File: config.mk
export PLATFORM = sky130hd
export DESIGN_NAME = sseg_scan_mux_flat
export DESIGN_NICKNAME = d
export VERILOG_FILES = /design/src/rtl/sseg_scan_mux_pkg.sv /design/src/rtl/sseg_scan_mux_if.sv /design/src/rtl/sseg_scan_mux_tick_gen.sv /design/src/rtl/sseg_scan_mux.sv /design/src/flat_wrapper.sv
export SDC_FILE = /design/constraint.sdc
export NUM_CORES = 1
export LEC_CHECK = 0
export CAP_MARGIN = 20
export CORE_UTILIZATION = 42
export DETAILED_ROUTE_END_ITERATION = 7
export GPL_TIMING_DRIVEN = 1
export PLACE_DENSITY = 0.82
export SYNTH_ARGS = -nofsm -noshare
export SYNTH_HDL_FRONTEND = slang
export SYNTH_SLANG_ARGS = --single-unit
File: constraint.sdc
create_clock -name i_clk -period 2.6 [get_ports i_clk]
set_input_delay 0.65 -clock i_clk [delete_from_list [all_inputs] [get_ports i_clk]]
set_output_delay 0.65 -clock i_clk [all_outputs]
set_load 0.05 [all_outputs]
File: src/rtl/sseg_scan_mux_pkg.sv
// ---------------------------------------------------------------------------
// sseg_pkg
// Shared seven-segment definitions used by the scan multiplexer and by the
// display-formatting blocks that feed it.
//   SEG_BLANK_N   : all segments (and DP) off, active-low encoding
//   seg_t         : one digit's segment pattern, bit 7 = DP, bits 6..0 = g..a
//   hex_to_seg_n  : nibble to active-low segment pattern, DP left off
// ---------------------------------------------------------------------------
package sseg_pkg;

    typedef logic [7:0] seg_t;

    localparam seg_t SEG_BLANK_N = 8'hFF;

    function automatic seg_t hex_to_seg_n(input logic [3:0] nibble);
        seg_t seg;
        case (nibble)
            4'h0:    seg = 8'hC0;
            4'h1:    seg = 8'hF9;
            4'h2:    seg = 8'hA4;
            4'h3:    seg = 8'hB0;
            4'h4:    seg = 8'h99;
            4'h5:    seg = 8'h92;
            4'h6:    seg = 8'h82;
            4'h7:    seg = 8'hF8;
            4'h8:    seg = 8'h80;
            4'h9:    seg = 8'h90;
            4'hA:    seg = 8'h88;
            4'hB:    seg = 8'h83;
            4'hC:    seg = 8'hC6;
            4'hD:    seg = 8'hA1;
            4'hE:    seg = 8'h86;
            default: seg = 8'h8E;
        endcase
        return seg;
    endfunction

endpackage

File: src/rtl/sseg_scan_mux_if.sv
// ---------------------------------------------------------------------------
// sseg_scan_mux_if
// Bundle between the display-formatting logic and the scan multiplexer.
//   i_seg_n    : per-digit segment patterns, active-low, bit 7 = DP
//   i_digit_en : per-digit enable, 1 = digit may light
//   i_bright   : brightness level, 0 = off
//   o_an       : one-hot anode select, active-high
//   o_sseg_n   : segment drive, active-low
//   o_frame    : one-cycle pulse when the digit index wraps to 0
// master = formatter side, slave = multiplexer side.
// ---------------------------------------------------------------------------
interface sseg_scan_mux_if #(
    parameter int NUM_DIGITS = 8,
    parameter int DUTY_BITS  = 4
);
    logic [NUM_DIGITS-1:0][7:0] i_seg_n;
    logic [NUM_DIGITS-1:0]      i_digit_en;
    logic [DUTY_BITS-1:0]       i_bright;
    logic [NUM_DIGITS-1:0]      o_an;
    logic [7:0]                 o_sseg_n;
    logic                       o_frame;

    modport master (
        output i_seg_n,
        output i_digit_en,
        output i_bright,
        input  o_an,
        input  o_sseg_n,
        input  o_frame
    );

    modport slave (
        input  i_seg_n,
        input  i_digit_en,
        input  i_bright,
        output o_an,
        output o_sseg_n,
        output o_frame
    );
endinterface

File: src/rtl/sseg_scan_mux_tick_gen.sv
// ---------------------------------------------------------------------------
// tick_gen
// Modulo-DIV counter producing a one-cycle clock-enable pulse every DIV
// cycles. Used wherever a slow timebase is needed without a derived clock.
//   i_clk   : system clock
//   i_reset : synchronous, active-high; counter restarts at 0
//   o_tick  : high in the cycle the counter equals DIV-1
// ---------------------------------------------------------------------------
module tick_gen #(
    parameter int DIV = 3125
) (
    input  logic i_clk,
    input  logic i_reset,
    output logic o_tick
);
    localparam int CNT_W = (DIV > 2) ? $clog2(DIV) : 1;

    logic [CNT_W-1:0] cnt_q;
    logic [CNT_W-1:0] cnt_d;
    logic             wrap;

    always_comb begin
        wrap  = (cnt_q == CNT_W'(DIV - 1));
        cnt_d = wrap ? '0 : cnt_q + 1'b1;
    end

    always_ff @(posedge i_clk) begin
        if (i_reset) begin
            cnt_q <= '0;
        end else begin
            cnt_q <= cnt_d;
        end
    end

    assign o_tick = wrap;

endmodule

File: src/rtl/sseg_scan_mux.sv
// ---------------------------------------------------------------------------
// sseg_scan_mux
// N-digit seven-segment scan multiplexer with per-digit enable and PWM
// brightness. Each digit owns a slot of 2^DUTY_BITS phases; a phase lasts
// TICK_DIV clocks. Phase 0 of every slot is forced dark so the previous
// digit's pattern never ghosts onto the next anode.
//   i_clk   : system clock (only clock, counters advance on a tick enable)
//   i_reset : synchronous, active-high
//   bus     : slave side of sseg_scan_mux_if (patterns, enables, brightness
//             in; registered anode/segment drive and frame pulse out)
// ---------------------------------------------------------------------------
module sseg_scan_mux
    import sseg_pkg::*;
#(
    parameter int NUM_DIGITS = 8,
    parameter int TICK_DIV   = 3125,
    parameter int DUTY_BITS  = 4
) (
    input  logic            i_clk,
    input  logic            i_reset,
    sseg_scan_mux_if.slave  bus
);
    localparam int DIG_W = (NUM_DIGITS > 2) ? $clog2(NUM_DIGITS) : 1;
    localparam logic [NUM_DIGITS-1:0] AN_LSB     = NUM_DIGITS'(1);
    localparam logic [DIG_W-1:0]      DIGIT_LAST = DIG_W'(NUM_DIGITS - 1);

    logic                  tick;
    logic [DUTY_BITS-1:0]  phase_q;
    logic [DUTY_BITS-1:0]  phase_d;
    logic [DIG_W-1:0]      digit_q;
    logic [DIG_W-1:0]      digit_d;
    logic                  phase_wrap;
    logic                  lit;
    logic [NUM_DIGITS-1:0] an_q;
    logic [NUM_DIGITS-1:0] an_d;
    seg_t                  sseg_q;
    seg_t                  sseg_d;
    logic                  frame_q;
    logic                  frame_d;

    tick_gen #(
        .DIV(TICK_DIV)
    ) u_tick_gen (
        .i_clk  (i_clk),
        .i_reset(i_reset),
        .o_tick (tick)
    );

    // Phase and digit counters; the digit wrap is explicit so that
    // non-power-of-2 digit counts never reach an unused index.
    always_comb begin
        phase_wrap = tick && (phase_q == '1);
        phase_d    = phase_q;
        digit_d    = digit_q;
        if (tick) begin
            phase_d = phase_q + 1'b1;
        end
        if (phase_wrap) begin
            digit_d = (digit_q == DIGIT_LAST) ? '0 : digit_q + 1'b1;
        end
    end

    always_ff @(posedge i_clk) begin
        if (i_reset) begin
            phase_q <= '0;
            digit_q <= '0;
        end else begin
            phase_q <= phase_d;
            digit_q <= digit_d;
        end
    end

    // Output stage, evaluated from the pre-update counters so the pins lag
    // the counters by exactly one cycle. Phase 0 stays dark (dead time).
    always_comb begin
        lit = (phase_q != '0) && (phase_q <= bus.i_bright)
              && bus.i_digit_en[digit_q];
        an_d    = '0;
        sseg_d  = SEG_BLANK_N;
        if (lit) begin
            an_d   = AN_LSB << digit_q;
            sseg_d = bus.i_seg_n[digit_q];
        end
        frame_d = phase_wrap && (digit_q == DIGIT_LAST);
    end

    always_ff @(posedge i_clk) begin
        if (i_reset) begin
            an_q    <= '0;
            sseg_q  <= SEG_BLANK_N;
            frame_q <= 1'b0;
        end else begin
            an_q    <= an_d;
            sseg_q  <= sseg_d;
            frame_q <= frame_d;
        end
    end

    assign bus.o_an     = an_q;
    assign bus.o_sseg_n = sseg_q;
    assign bus.o_frame  = frame_q;

endmodule
File: src/flat_wrapper.sv
// flat-port wrapper written by rule: the top's interface ports become plain ports
module sseg_scan_mux_flat import sseg_pkg::*;
#(
    parameter int NUM_DIGITS = 8,
    parameter int TICK_DIV   = 3125,
    parameter int DUTY_BITS  = 4
)
  (i_clk, i_reset, bus_i_seg_n, bus_i_digit_en, bus_i_bright, bus_o_an, bus_o_sseg_n, bus_o_frame);
  sseg_scan_mux_if #(.NUM_DIGITS(NUM_DIGITS), .DUTY_BITS(DUTY_BITS)) bus_i ();
  input  logic i_clk;
  input  logic i_reset;
  input wire logic [$bits(bus_i.i_seg_n)-1:0] bus_i_seg_n;
  input wire logic [$bits(bus_i.i_digit_en)-1:0] bus_i_digit_en;
  input wire logic [$bits(bus_i.i_bright)-1:0] bus_i_bright;
  output wire logic [$bits(bus_i.o_an)-1:0] bus_o_an;
  output wire logic [$bits(bus_i.o_sseg_n)-1:0] bus_o_sseg_n;
  output wire logic [$bits(bus_i.o_frame)-1:0] bus_o_frame;
  assign bus_i.i_seg_n = bus_i_seg_n;
  assign bus_i.i_digit_en = bus_i_digit_en;
  assign bus_i.i_bright = bus_i_bright;
  assign bus_o_an = bus_i.o_an;
  assign bus_o_sseg_n = bus_i.o_sseg_n;
  assign bus_o_frame = bus_i.o_frame;
  sseg_scan_mux #(.NUM_DIGITS(NUM_DIGITS), .TICK_DIV(TICK_DIV), .DUTY_BITS(DUTY_BITS)) u_core (.i_clk(i_clk), .i_reset(i_reset), .bus(bus_i));
endmodule
-- Word-level counts from Yosys, hierarchy flattened
Index checks and enable logic that the tools add are counted.
- register bits: 36
- input port bits: 78
- output and inout port bits: 17
- logic and storage cells: 28
- add/sub/neg operators: 3
- magnitude comparators: 2
- equal/unequal tests: 3
- shift operators: 1
- muxes and demuxes: 5
- bitwise operators: 1
- reduce and logical (&&, ||, !) cells: 7
- operators by type and width (kind ; number):
    $bmux W8 S3 ; 1
    $add A12 B1 Y12 const B ; 1
    $eq A12 B12 Y1 const B ; 1
    $mux W8 ; 1
    $shl A1 B3 Y8 const A ; 1
    $add A4 B1 Y4 const B ; 1
    $eq A4 B4 Y1 const B ; 1
    $le A4 B4 Y1 ; 1
    $logic_and A1 B1 Y1 ; 4
    $lt A3 B4 Y1 const B ; 1
    $reduce_bool A4 Y1 ; 1
    $reduce_or A2 Y1 ; 2
    $add A3 B1 Y3 const B ; 1
    $bmux W1 S3 ; 1
    $eq A3 B3 Y1 const B ; 1
    $mux W3 ; 1
    $mux W1 ; 1
    $not A1 Y1 ; 1

-- Longest topological paths before layout
Gate-level depths: netlist of the first run.
- depth in word-level cells: 5
- depth in mapped cells: 8
- gate-level depth less buffers: 6

-- Hierarchy
Synthesis of the first run repeated with hierarchy kept, for this count alone.
- cells, all modules: 189
- area total of the unflattened synthesis: 2075.7 µm²
- by module, submodules not included (module ; times used ; cells each ; area an instance (µm²) ; sequential area each (µm²)):
    sseg_scan_mux ; 1 ; 126 ; 1501.4 ; 480.5
    tick_gen ; 1 ; 63 ; 574.3 ; 240.2

-- Least setup slack after synthesis of the first run
OpenSTA, ideal clock, no wires.
- path type: input to register
- start point: input bus_i_bright[1]
- end point: register u_core.an_q[2] (netlist: u_core.bus.o_an[2])
- library setup time: 115 ps
- arrival: 1764 ps
- data required time: 2485 ps
- setup slack: 720 ps
- cell stages on the path: 8
- path buffers: 2
- path through: inv_1 ha_1 nor2b_1 o2111ai_1 and4_1 buf_6 buf_6 and3_1
- cells in the longest elaborated chain, start to end: 5
- ends and longest elaborated chain (element ; line ; text):
    from (decl) ; flat_wrapper.sv:14 ; input wire logic [$bits(bus_i.i_bright)-1:0] bus_i_bright;
    $le A4 B4 Y1 ; sseg_scan_mux.sv:76 ; lit = (phase_q != '0) && (phase_q <= bus.i_bright)
    $logic_and A1 B1 Y1 ; sseg_scan_mux.sv:76 ;
    $logic_and A1 B1 Y1 ; sseg_scan_mux.sv:77 ; && bus.i_digit_en[digit_q];
    $not A1 Y1 (no source line) ; -- ;
    $reduce_or A2 Y1 (no source line) ; -- ;
    to (signal assigned) ; sseg_scan_mux.sv:93 ; an_q <= an_d;
    to (decl) ; sseg_scan_mux.sv:34 ; logic [NUM_DIGITS-1:0] an_q;
No other way between the ends.
A chain may end at the register's enable or synchronous reset.

-- Final worst setup path of the first run
- start point: input bus_i_bright[1]
- end point: register u_core.an_q[4] (netlist: u_core.bus.o_an[4])
Same word-level chain as after synthesis.

==> results.md, run 1 <==
* Clock latency on the worst-skew pair at 0.28 ns
* Maximum VDD drop at 0.000183 V
* Worst-path cell chain: clkdlybuf4s50_1, inv_1, ha_1, nor2b_1, o2111ai_1, and4_1, buf_12, and4_1
* R2R Setup Slk at 0.76 ns
* Met2 WL at 2490 um
* Status: finished, final reports clean
* Die footprint at 5240 um^2
* First-pass GRT wire length at 8070 um
* Seq/Total Area, Yosys at 34.6%
* Fmax at 468 MHz
* Setup Crit Path Kind: in2reg
* GRT overflow at 0
* Post-layout min period at 2.14 ns
* Slew headroom at 51.1%
* Crit path required time at 2.82 ns
* Hold Crit Class: reg2reg
* Syn avg cell area at 11.0 um^2
* Root buffer cell: clkbuf_8
* RSZ-0062 raised after global routing: no
* Num CTS Buffers at 5
* Vias in the first global route at 1697
* Static leakage at 1.18 nW
* Fin. max-slew vios at 0
* Startpoint Class: input port
* Routed WL at 5090 um
* Overall Power at 0.00113 W
* Vert. Die Dim at 72.4 um
* Final hold violation count at 0
* Crit-path max cell delay at 0.45 ns
* Synth Instances at 190
* # Max-Cap Violations at 0
* Vias after detailed routing at 1775
* Clock tree from TritonCTS: done
* Detailed Routing Iterations Pass 1 at 4
* Critical path's top delay family: buffers and inverters
* DR WL/cell at 14.4 um
* I/O pins at 95
* GP Congestion at 0.805
* Crit path buffers/inverters at 3
* Period utilization at 82.2%
* Final setup violation count at 0
* WL met1 at 2330 um
* Slowest-stage cell, CP: clkdlybuf4s50_1
* Mapped Nets at 281
* Initial Util at 43.8%
* Initial antenna violation count at 0
* GRT Overall Usage at 20.6%
* Placement row count at 25
* Most numerous cell on the critical path: and4_1
* DRC viols at 0
* Iteration-0 DRC Markers at 98
* Setup Buffers After CTS at 0
* Post-CTS Resized at 0
* Largest net degree at the start of global routing at 19
* Top Metal Used: met4
* Clock Sinks at 36
* Nets at 375
* Area delta synth->final at 52.0%
* WL met3 at 173 um
* Bufs on Longest Clock Path at 2
* Antenna diodes at 0
* CP arrival at 2.35 ns
* Antenna Nets Post-Route at 0
* Die width at 72.4 um
* CTS HTree Levels at 2
* Yosys warns at 0
* Worst Skew at 0.00276 ns
* DP Wirelength at 4180 um
* Vias per cell at 5.04
* Core area at 4750 um^2
* Crit-path max FO at 16
* Slew @ Worst Pin at 0.733 ns
* Share of cells above drive strength 1 at 11.2%
* Synthesis-stage register bit count at 36
* Post-synth cell types at 33
* Hold_buf cts at 0
* Mapped Area at 2080 um^2
* CTS clk-pin slew, worst paths at 0.06 ns
* PD cells at 356 nW/um^2
* Post-layout util at 66.5%
* CP endpoint kind: flip-flop
* Port bufs at 94
* Hold WS at 0.496 ns
* Setup TNS at 0 ns
[placed cells by master (no fill, tap or decap), types with 2 or more instances in the layout]
cell / n
or3_1: 2
clkbuf_8: 6
mux2i_1: 11
buf_4: 3
clkbuf_1: 2
nand4_1: 7
ha_1: 13
dfxtp_1: 36
inv_1: 10
xor2_1: 8
and3_1: 7
and4_1: 7
nor2_1: 19
nand3_1: 13
xnor2_1: 5
clkdlybuf4s50_1: 94
mux4_2: 17
a21oi_1: 4
nand2_1: 5
nor3_1: 2
[cells by family after synthesis]
group	count (synthesis)	synth area share, %
AO/OA/AOI/OAI	8	2.65
XOR/XNOR	13	5.47
adder cells (fa/ha/maj)	13	7.82
buffers and inverters	21	5.41
flip-flops	36	34.6
multiplexers	29	24.2
AND/OR/NAND/NOR	70	19.8
[worst paths after layout]
check | from | endpoint | cells past startpoint
worst min-delay path | u_core.u_tick_gen.cnt_q[0]$_SDFF_PP0_ | u_core.u_tick_gen.cnt_q[0]$_SDFF_PP0_ | 1
worst min register to register | u_core.u_tick_gen.cnt_q[0]$_SDFF_PP0_ | u_core.u_tick_gen.cnt_q[0]$_SDFF_PP0_ | 1
worst max register to register | u_core.digit_q[1]$_SDFFE_PP0N_ | u_core.bus.o_an[4]$_SDFF_PP0_ | 4
worst max-delay path | bus_i_bright[1] | u_core.bus.o_an[4]$_SDFF_PP0_ | 8
[flip-flops by register name, summed over array words and instances, names as in the netlist]
register	count
u_core.bus.o_an	8
u_core.u_tick_gen.cnt_q	12
u_core.bus.o_frame	1
u_core.digit_q	3
u_core.phase_q	4
u_core.bus.o_sseg_n	8
[cell type report]
class / instances / area [um^2]
fillers: 387 / 1590
multi-input cells: 133 / 1250
flip-flops and latches: 36 / 721
clock buffers: 8 / 90.1
inverters: 10 / 37.5
well taps: 67 / 83.8
repair buffers: 98 / 983
[synth_stat cells]
library cell / n / area share [%]
dfxtp_1: 36 / 35
nor2_1: 19 / 3.4
mux4_2: 17 / 18
ha_1: 13 / 7.8
nand3_1: 13 / 3.1
mux2i_1: 11 / 5.3
inv_1: 10 / 1.8
xor2_1: 8 / 3.4
and3_1: 7 / 2.1
and4_1: 7 / 2.9
nand4_1: 7 / 2.1
nand2_1: 5 / 0.90
xnor2_1: 5 / 2.1
a21oi_1: 4 / 0.96
buf_6: 4 / 2.2
buf_1: 3 / 0.54
buf_2: 3 / 0.72
nor3_1: 2 / 0.48
or3_1: 2 / 0.60
a21o_1: 1 / 0.36
a21oi_2: 1 / 0.42
a41o_1: 1 / 0.48
and3_2: 1 / 0.36
clkbuf_1: 1 / 0.18
mux2_1: 1 / 0.54
nand2b_1: 1 / 0.30
nand4_2: 1 / 0.60
nor2b_1: 1 / 0.30
nor3b_1: 1 / 0.36
nor3b_2: 1 / 0.60
nor4b_4: 1 / 1.1
o2111ai_1: 1 / 0.42
or3b_1: 1 / 0.42
[report_power, final]
part / internal [W] / switching, W
sequential: 0.000555 / 0.00000594
combinational: 0.000131 / 0.0000422
clock: 0.000216 / 0.000175
total: 0.000902 / 0.000223
[per-stage QoR]
stage / setup slack [ns] / std cells / cell area [um^2]
3_3_place_gp: 0.218 / 344 / 3070
6_report: 0.463 / 352 / 3160
5_1_grt: 0.337 / 352 / 3160
3_5_place_dp: 0.164 / 344 / 3070
4_1_cts: 0.457 / 352 / 3160
2_1_floorplan: 0.720 / 190 / 2080
[per-layer routing]
layer,track usage [%],vias up
met5,0,-
met4,8.28,0
met3,4.31,6
met2,32.7,50
met1,27.3,835
li1,-,884
No activity file was read; power rests on OpenSTA's default activity.
==> inputs of run 2 (changes only) <==
==> constraint.sdc (replaced) <==
create_clock -name i_clk -period 2.2 [get_ports i_clk]
set_input_delay 0.55 -clock i_clk [delete_from_list [all_inputs] [get_ports i_clk]]
set_output_delay 0.55 -clock i_clk [all_outputs]
set_load 0.05 [all_outputs]
==> results.md, run 2 (synthesis gave the netlist of run 1 again) <==
* CTS HTree Levels at 2
* Dpl cells at 348
* Max reg flops at 12
* Routed WL at 5280 um
* Most frequent cells in the layout: 94 x clkdlybuf4s50_1, 36 x dfxtp_1, 19 x nor2_1
* Crit path required time at 2.43 ns
* DP Wirelength at 4240 um
* Placement row count at 25
* Largest net degree at the start of global routing at 23
* Detailed Routing Iterations Pass 1 at 4
* RSZ-0062 raised after global routing: no
* Non-Filler Instances at 356
* Maximum VDD drop at 0.000262 V
* Post-CTS Resized at 0
* Num CTS Buffers at 5
* Final setup violation count at 0
* Register name with the most flops: u_core.u_tick_gen.cnt_q
* Antenna Nets Post-Route at 0
* Vias in the first global route at 1758
* Filler Cell Count at 403
* Worst Skew at 0.00501 ns
* Hold Crit Class: reg2reg
* DRC viols at 0
* PD cells at 448 nW/um^2
* Initial Util at 43.8%
* Hold_buf cts at 0
* Nets at 379
* GP Congestion at 0.777
* Status: finished, final reports clean
* Pre-CTS setup slack at -0.126 ns
* Post-layout min period at 2.03 ns
* CTS clk-pin slew, worst paths at 0.07 ns
* Die width at 72.4 um
* Slew @ Worst Pin at 0.559 ns
* Static leakage at 1.21 nW
* Crit-path max FO at 16
* Die footprint at 5240 um^2
* Area delta synth->final at 54.3%
* Clock tree from TritonCTS: done
* Final WS setup at 0.166 ns
* GRT overflow at 0
* DP Area at 3100 um^2
* I/O pins at 95
* Clock latency on the worst-skew pair at 0.28 ns
* First-pass GRT wire length at 8460 um
* Port bufs at 94
* Vias after detailed routing at 1797
* Period utilization at 92.4%
* Slew headroom at 62.6%
* Final hold violation count at 0
* Vert. Die Dim at 72.4 um
* Setup Crit Path Kind: in2reg
* Core area at 4750 um^2
* Most common cell after layout, fill and taps aside: clkdlybuf4s50_1
* Share of cells above drive strength 1 at 12.8%
* Hold WS at 0.498 ns
* Initial antenna violation count at 0
* Setup Buffers After CTS at 0
* GRT Overall Usage at 21.6%
* Iteration-0 DRC Markers at 79
* CP endpoint kind: flip-flop
* Root buffer cell: clkbuf_8
* Post-layout instance area at 3210 um^2
* Fin. max-slew vios at 0
* CP arrival at 2.26 ns
* Startpoint Class: input port
* # Max-Cap Violations at 0
* Antenna diodes at 0
* Bufs on Longest Clock Path at 2
* Clock Sinks at 36
* Fmax at 492 MHz
* DR WL/cell at 14.8 um
* Vias per cell at 5.05
## run 2: where the power goes
group | switching [W] | leakage [nW] | total, W | internal [W]
Combinational | 0.0000513 | 0.866 | 0.000208 | 0.000157
Clock | 0.000230 | 0.0552 | 0.000567 | 0.000336
Sequential | 0.00000682 | 0.291 | 0.000663 | 0.000656
Total | 0.000289 | 1.21 | 0.00144 | 0.00115
## run 2: stage by stage
stage	utilization (%)	total power [W]	TNS (ns)
after floorplan	-	0.000735	0
after global routing	67.5	0.00150	0
after global placement	65.3	0.000881	-0.609
after detailed placement	65.3	0.000886	-1.33
final	67.5	0.00144	0
after CTS	67.5	0.00145	0
## run 2: area by class of cell
class                      instances  area [um^2]  share of cell area [%]
sequential                        36          721                    22.4
clock buffer                       6         72.6                    2.26
tap                               67         83.8                    2.61
clock inverter                     2         35.0                    1.09
timing repair buffer             102         1010                    31.6
inverter                          10         37.5                    1.17
multi-input combinational        133         1250                    38.9
## run 2: final timing paths
kind / startpoint / endpoint / slack, ns / cells past startpoint
worst max-delay path: bus_i_bright[1] / u_core.bus.o_an[6]$_SDFF_PP0_ / 0.17 / 8
worst max register to register: u_core.digit_q[0]$_SDFFE_PP0N_ / u_core.bus.o_sseg_n[3]$_SDFF_PP1_ / 0.51 / 4
worst min-delay path: u_core.u_tick_gen.cnt_q[0]$_SDFF_PP0_ / u_core.u_tick_gen.cnt_q[0]$_SDFF_PP0_ / 0.50 / 1
worst min register to register: u_core.u_tick_gen.cnt_q[0]$_SDFF_PP0_ / u_core.u_tick_gen.cnt_q[0]$_SDFF_PP0_ / 0.50 / 1
## run 2: worst max-delay path, stage by stage
cell and delay [ns]:
clkdlybuf4s50_1 0.45, inv_1 0.04, ha_1 0.31, nor2b_1 0.14, o2111ai_1 0.17, and4_1 0.27, buf_12 0.14, and4_1 0.19
## run 2: layer usage
metal	up-vias	track usage, %	part of all wire [%]
met4	0	9.15	2.7
met2	59	32.6	49
met1	833	29.6	45
met3	13	5.00	4.2
met5	-	0	0
li1	892	-	-
